===== src/rtl/pwm_cap_pkg.sv =====
// Shared types and defaults for the PWM capture block.
// The state type is shared with other capture-style front ends.
package pwm_cap_pkg;

  localparam int W_DEF   = 11;
  localparam int TMO_DEF = 4096;
  localparam int CNT_MAX = (1 << W_DEF) - 1;

  typedef enum logic [1:0] {
    ARM  = 2'd0,
    HIGH = 2'd1,
    LOW  = 2'd2
  } cap_state_t;

endpackage


===== src/rtl/pwm_capture_sync_edge.sv =====
// Two-flop synchronizer plus an edge-detect flop for one asynchronous input.
// The data flops carry no reset, so a reset never manufactures a false edge on a held input.
module sync_edge (
  input  logic clk,
  input  logic async_in,
  output logic lvl,
  output logic rise,
  output logic fall
);

  logic [2:0] sync_d;
  logic [2:0] sync_q;

  always_comb begin
    sync_d = {sync_q[1:0], async_in};
  end

  always_ff @(posedge clk) begin
    sync_q <= sync_d;
  end

  assign lvl  = sync_q[1];
  assign rise = sync_q[1] & ~sync_q[2];
  assign fall = ~sync_q[1] & sync_q[2];

endmodule


===== src/rtl/pwm_capture.sv =====
// Measures high time and rise-to-rise period of an asynchronous PWM input,
// reporting one pair per complete period and flagging a stuck input.
module pwm_capture
  import pwm_cap_pkg::*;
#(
  parameter int W   = W_DEF,
  parameter int TMO = TMO_DEF
) (
  input  logic         clk,
  input  logic         rst,
  input  logic         pwm_in,
  output logic [W-1:0] high_cnt,
  output logic [W-1:0] period_cnt,
  output logic         meas_vld,
  output logic         ovf,
  output logic         stuck,
  output logic         stuck_lvl
);

  localparam int TW = $clog2(TMO + 1);
  localparam logic [W-1:0]  MAX_V = {W{1'b1}};
  localparam logic [W-1:0]  ONE_V = W'(1);
  localparam logic [TW-1:0] TMO_V = TW'(TMO);

  logic lvl, rise, fall, any_edge;

  cap_state_t    state_d, state_q;
  logic [W-1:0]  hcnt_d, hcnt_q;
  logic [W-1:0]  pcnt_d, pcnt_q;
  logic [TW-1:0] tcnt_d, tcnt_q;
  logic [W-1:0]  high_cnt_d, high_cnt_q;
  logic [W-1:0]  period_cnt_d, period_cnt_q;
  logic          vld_d, vld_q;
  logic          ovf_d, ovf_q;
  logic          stuck_d, stuck_q;
  logic          stuck_lvl_d, stuck_lvl_q;

  sync_edge u_sync (
    .clk      (clk),
    .async_in (pwm_in),
    .lvl      (lvl),
    .rise     (rise),
    .fall     (fall)
  );

  assign any_edge = rise | fall;

  always_comb begin
    state_d      = state_q;
    hcnt_d       = hcnt_q;
    pcnt_d       = pcnt_q;
    high_cnt_d   = high_cnt_q;
    period_cnt_d = period_cnt_q;
    vld_d        = 1'b0;
    ovf_d        = ovf_q;
    stuck_d      = stuck_q;
    stuck_lvl_d  = stuck_lvl_q;

    if (any_edge) begin
      tcnt_d = '0;
    end else if (tcnt_q == TMO_V) begin
      tcnt_d = tcnt_q;
    end else begin
      tcnt_d = tcnt_q + 1'b1;
    end

    // A rise seen in HIGH cannot come out of the edge detector, but is closed like a LOW rise.
    case (state_q)
      ARM: begin
        if (rise) begin
          state_d     = HIGH;
          hcnt_d      = ONE_V;
          pcnt_d      = ONE_V;
          stuck_d     = 1'b0;
          stuck_lvl_d = 1'b0;
        end
      end
      HIGH, LOW: begin
        if (rise) begin
          high_cnt_d   = hcnt_q;
          period_cnt_d = pcnt_q;
          ovf_d        = (pcnt_q == MAX_V);
          vld_d        = 1'b1;
          hcnt_d       = ONE_V;
          pcnt_d       = ONE_V;
          state_d      = HIGH;
        end else begin
          pcnt_d = (pcnt_q == MAX_V) ? pcnt_q : pcnt_q + 1'b1;
          if (state_q == HIGH) begin
            if (fall) begin
              state_d = LOW;
            end else begin
              hcnt_d = (hcnt_q == MAX_V) ? hcnt_q : hcnt_q + 1'b1;
            end
          end
        end
      end
      default: state_d = ARM;
    endcase

    // The timeout only fires on a cycle with no edge, so a coincident edge always wins.
    if (!any_edge && (tcnt_q != TMO_V) && (tcnt_d == TMO_V)) begin
      stuck_d     = 1'b1;
      stuck_lvl_d = lvl;
      state_d     = ARM;
    end
  end

  always_ff @(posedge clk) begin
    if (rst) begin
      state_q      <= ARM;
      hcnt_q       <= '0;
      pcnt_q       <= '0;
      tcnt_q       <= '0;
      high_cnt_q   <= '0;
      period_cnt_q <= '0;
      vld_q        <= 1'b0;
      ovf_q        <= 1'b0;
      stuck_q      <= 1'b0;
      stuck_lvl_q  <= 1'b0;
    end else begin
      state_q      <= state_d;
      hcnt_q       <= hcnt_d;
      pcnt_q       <= pcnt_d;
      tcnt_q       <= tcnt_d;
      high_cnt_q   <= high_cnt_d;
      period_cnt_q <= period_cnt_d;
      vld_q        <= vld_d;
      ovf_q        <= ovf_d;
      stuck_q      <= stuck_d;
      stuck_lvl_q  <= stuck_lvl_d;
    end
  end

  assign high_cnt   = high_cnt_q;
  assign period_cnt = period_cnt_q;
  assign meas_vld   = vld_q;
  assign ovf        = ovf_q;
  assign stuck      = stuck_q;
  assign stuck_lvl  = stuck_lvl_q;

endmodule


===== config.mk =====
export PLATFORM = sky130hd
export DESIGN_NAME = pwm_capture
export DESIGN_NICKNAME = d
export VERILOG_FILES = /design/src/rtl/pwm_cap_pkg.sv /design/src/rtl/pwm_capture_sync_edge.sv /design/src/rtl/pwm_capture.sv
export SDC_FILE = /design/constraint.sdc
export NUM_CORES = 1
export LEC_CHECK = 0
export CAP_MARGIN = 25
export CORE_MARGIN = 5
export CORE_UTILIZATION = 50
export DETAILED_ROUTE_END_ITERATION = 8
export PLACE_DENSITY = 0.71
export SYNTH_ARGS = -nofsm -noshare
export SYNTH_HDL_FRONTEND = slang
export SYNTH_SLANG_ARGS = --single-unit

===== constraint.sdc =====
create_clock -name clk -period 4.5 [get_ports clk]
set_input_delay 0.9 -clock clk [delete_from_list [all_inputs] [get_ports clk]]
set_output_delay 0.9 -clock clk [all_outputs]
set_load 0.01 [all_outputs]

==> results by group <==
Routing
  • Routed WL: about 5600 um
  • Vias: 2306
  • Final ANT Viol Nets: 0
  • Wire per inst: ~14 um
  • Vias/cell: roughly 5.6
  • DR iter-0 viols: 117
  • DRT Pass-1 Iters: 4
  • Number of remaining DRC errors: 0

Logic synthesis
  • Top area cells in the synthesized netlist: dfxtp_1, a22o_1, xor2_1, nor2_1, ha_1
  • Post-synth EDFFs: 0
  • Asr flop ratio synth: 0
  • Mapped Cells: 308
  • Yosys top cell area share: 0.455
  • Register area share after synthesis: 0.455
  • Yosys cell types: 51
  • Syn nets: 320
  • Syn_area_per_cell: 9.42 um2
  • Synth Cell Area: 2900 um2
  • Yosys top cell by area: dfxtp_1
  • Post-synthesis register bit count: between 60 and 70
  • YS warnings: 0
  • Most used DFF post-synth: dfxtp_1

Floorplan
  • Die Area: 7430 um2
  • Die Width: 86.2 um
  • CORE AREA: 5570 um2
  • Io pins: 29
  • Vert. Die Dim: 86.2 um
  • Initial core utilization: 0.521
  • Row count: 27

Clocking
  • CTS Buffer Depth: 2
  • Cts hold-fix bufs: 0
  • # Post-CTS Setup Buffers: 0
  • CTS root buffer: clkbuf_8
  • Clock transition at the registers of the reported paths: 0.07 ns
  • Worst skew pair latency: about 0.34 ns
  • CTS tree: built
  • H-Tree Depth: 3
  • Post-CTS Resized: 0
  • Clk sink count: 66
  • CTS buffer count: 9

Placement
  • Post-DP Area: about 3200 um2
  • GP Congestion: 0.812
  • Dpl hpwl: a little under 4000 um
  • IO Port Bufs: 28

Timing
  • Fmax: 395 MHz
  • Fin crit period: 2.53 ns
  • Worst hold slack: between 0.3 and 0.4 ns
  • Max-slew violation count: 0
  • RSZ-0062 raised after global routing: no
  • Max-slew headroom at the worst pin: 0.400
  • Clk_skew: 0.00826 ns
  • Final Cycle Share: 0.563
  • Worst-Margin Slew: 0.888 ns
  • Setup violations, final: 0
  • Fin. Hold Viols: 0
  • Setup TNS: 0 ns

Critical path
  • CP startpoint kind: flop
  • Top delay family on crit path: compound AO/OA/AOI/OAI gates
  • Max stage delay cell, worst path: a41oi_1
  • Critical path required time: 4.72 ns
  • Setup CP Type: flop to flop
  • Critical Path Max Stage Delay: just over 0.7 ns
  • Critical Path Sink Type: flop
  • Buf/Inv on CP: 1
  • CP Max Fanout: 13
  • CP Cell Sequence: inv_1 > ha_1 > nor4bb_1 > a31oi_1 > a41oi_1 > nand4_1 > xor2_1 > nor2_1
  • Worst Path Arrival: about 2.8 ns

Power and ir drop
  • Sequential power share: 0.455
  • PD cells: around 390 nW/um2
  • Clock power share: 0.415
  • Peak supply drop: about 0.26 mV
  • Pleak: roughly 1.3 nW
  • Switch Pwr: 365 uW
  • Combinational share of power: 0.130
  • Internal power: 990 uW
  • Net switching fraction of the power: 0.270

Global routing
  • GRT Util Overall: 0.166
  • Largest net degree at the start of global routing: 25
  • Met2 Use GR: 0.242
  • Met1 GRT Util: 0.229
  • Initial antenna violation count: 0
  • First-pass GRT wire length: between 9000 and 10000 um
  • GR Layer Usage met3: 0.0447
  • Busiest grt layer: met2
  • Vias in the first global route: around 2100
  • GRT overflow: 0

Finish
  • Layout cells sized above 1: 0.0936
  • Nets@finish: 349
  • Layout Utilization: 0.621
  • Most frequent cells in the layout: dfxtp_1, nor2_1, clkdlybuf4s50_1
  • ANT cells: 0
  • Commonest non-fill, non-tap cell in the layout: dfxtp_1
  • Area grow syn2layout: 19.3%
  • Design Area, Final: 3460 um2

Job
  • Max-Cap Viols: 0

Worst hold path
  • Hold Path Class: flop to flop

Run status
  • Status: completed
==> routing by layer <==
layer / up-vias / wire length [um]
met5: - / 0
met4: 0 / 76
li1: 1163 / -
met3: 7 / 273
met2: 43 / 2420
met1: 1093 / 2830
==> metrics by stage <==
| step | setup slack [ns] | std cells | total power, mW |
|---|---|---|---|
| 2_1_floorplan | 2.38 | 308 | 0.762 |
| 3_3_place_gp | 2.02 | 398 | 0.803 |
| 3_5_place_dp | 2.02 | 398 | 0.806 |
| 4_1_cts | 1.96 | 414 | 1.37 |
| 5_1_grt | 1.70 | 414 | 1.43 |
| 6_report | 1.97 | 414 | 1.35 |
==> power by group through the flow <==
stage	registers (mW)	logic, mW	clock network (mW)
6_report	0.617	0.177	0.562
5_1_grt	0.619	0.203	0.604
4_1_cts	0.617	0.178	0.574
3_5_place_dp	0.630	0.176	0
3_3_place_gp	0.630	0.174	0
2_1_floorplan	0.627	0.135	0
==> flip-flops by register name, indices dropped and copies added, names as in the netlist <==
| signal | count |
|---|---|
| tcnt_q | 13 |
| hcnt_q | 11 |
| high_cnt | 11 |
| pcnt_q | 11 |
| period_cnt | 11 |
| u_sync.sync_q | 3 |
| state_q | 2 |
| meas_vld | 1 |
| ovf | 1 |
| stuck | 1 |
| stuck_lvl | 1 |
==> cell type report <==
type / count / area (um2)
Clock inverter: 6 / 88.8
Clock buffer: 10 / 138
Inverter: 13 / 48.8
Fill cell: 482 / 2110
Multi-Input combinational cell: 217 / 1480
Timing Repair Buffer: 30 / 295
Tap cell: 72 / 90.1
Sequential cell: 66 / 1320
==> logic make-up (layout without fill, tap and decap cells) <==
kind of cell | count (synthesis) | count (layout) | share of synthesized area
XOR/XNOR | 29 | 29 | 0.0875
adder cells (fa/ha/maj) | 9 | 9 | 0.0388
flip-flops | 66 | 66 | 0.455
AO/OA/AOI/OAI | 59 | 59 | 0.161
buffers and inverters | 25 | 59 | 0.0362
AND/OR/NAND/NOR | 119 | 119 | 0.218
multiplexers | 1 | 1 | 0.00345
==> cell usage after synthesis (all sizes together) (5+ instances only) <==
cell,number
nor2,37
xnor2,9
a21oi,12
nand2,18
and3,10
nand3,13
clkbuf,8
nand4,9
dfxtp,66
ha,9
and2,5
a22o,23
xor2,20
inv,13
nor3,6
==> final timing paths <==
path | start | endpoint | cells past startpoint | slack (ns)
worst max-delay path | state_q[0] | hcnt_q[9] | 8 | 1.97
worst min-delay path | u_sync.sync_q[0] | u_sync.sync_q[1] | 0 | 0.33
worst max register to register | state_q[0] | hcnt_q[9] | 8 | 1.97
worst min register to register | u_sync.sync_q[0] | u_sync.sync_q[1] | 0 | 0.33
Note: power is estimated with default switching activity, not from simulation.
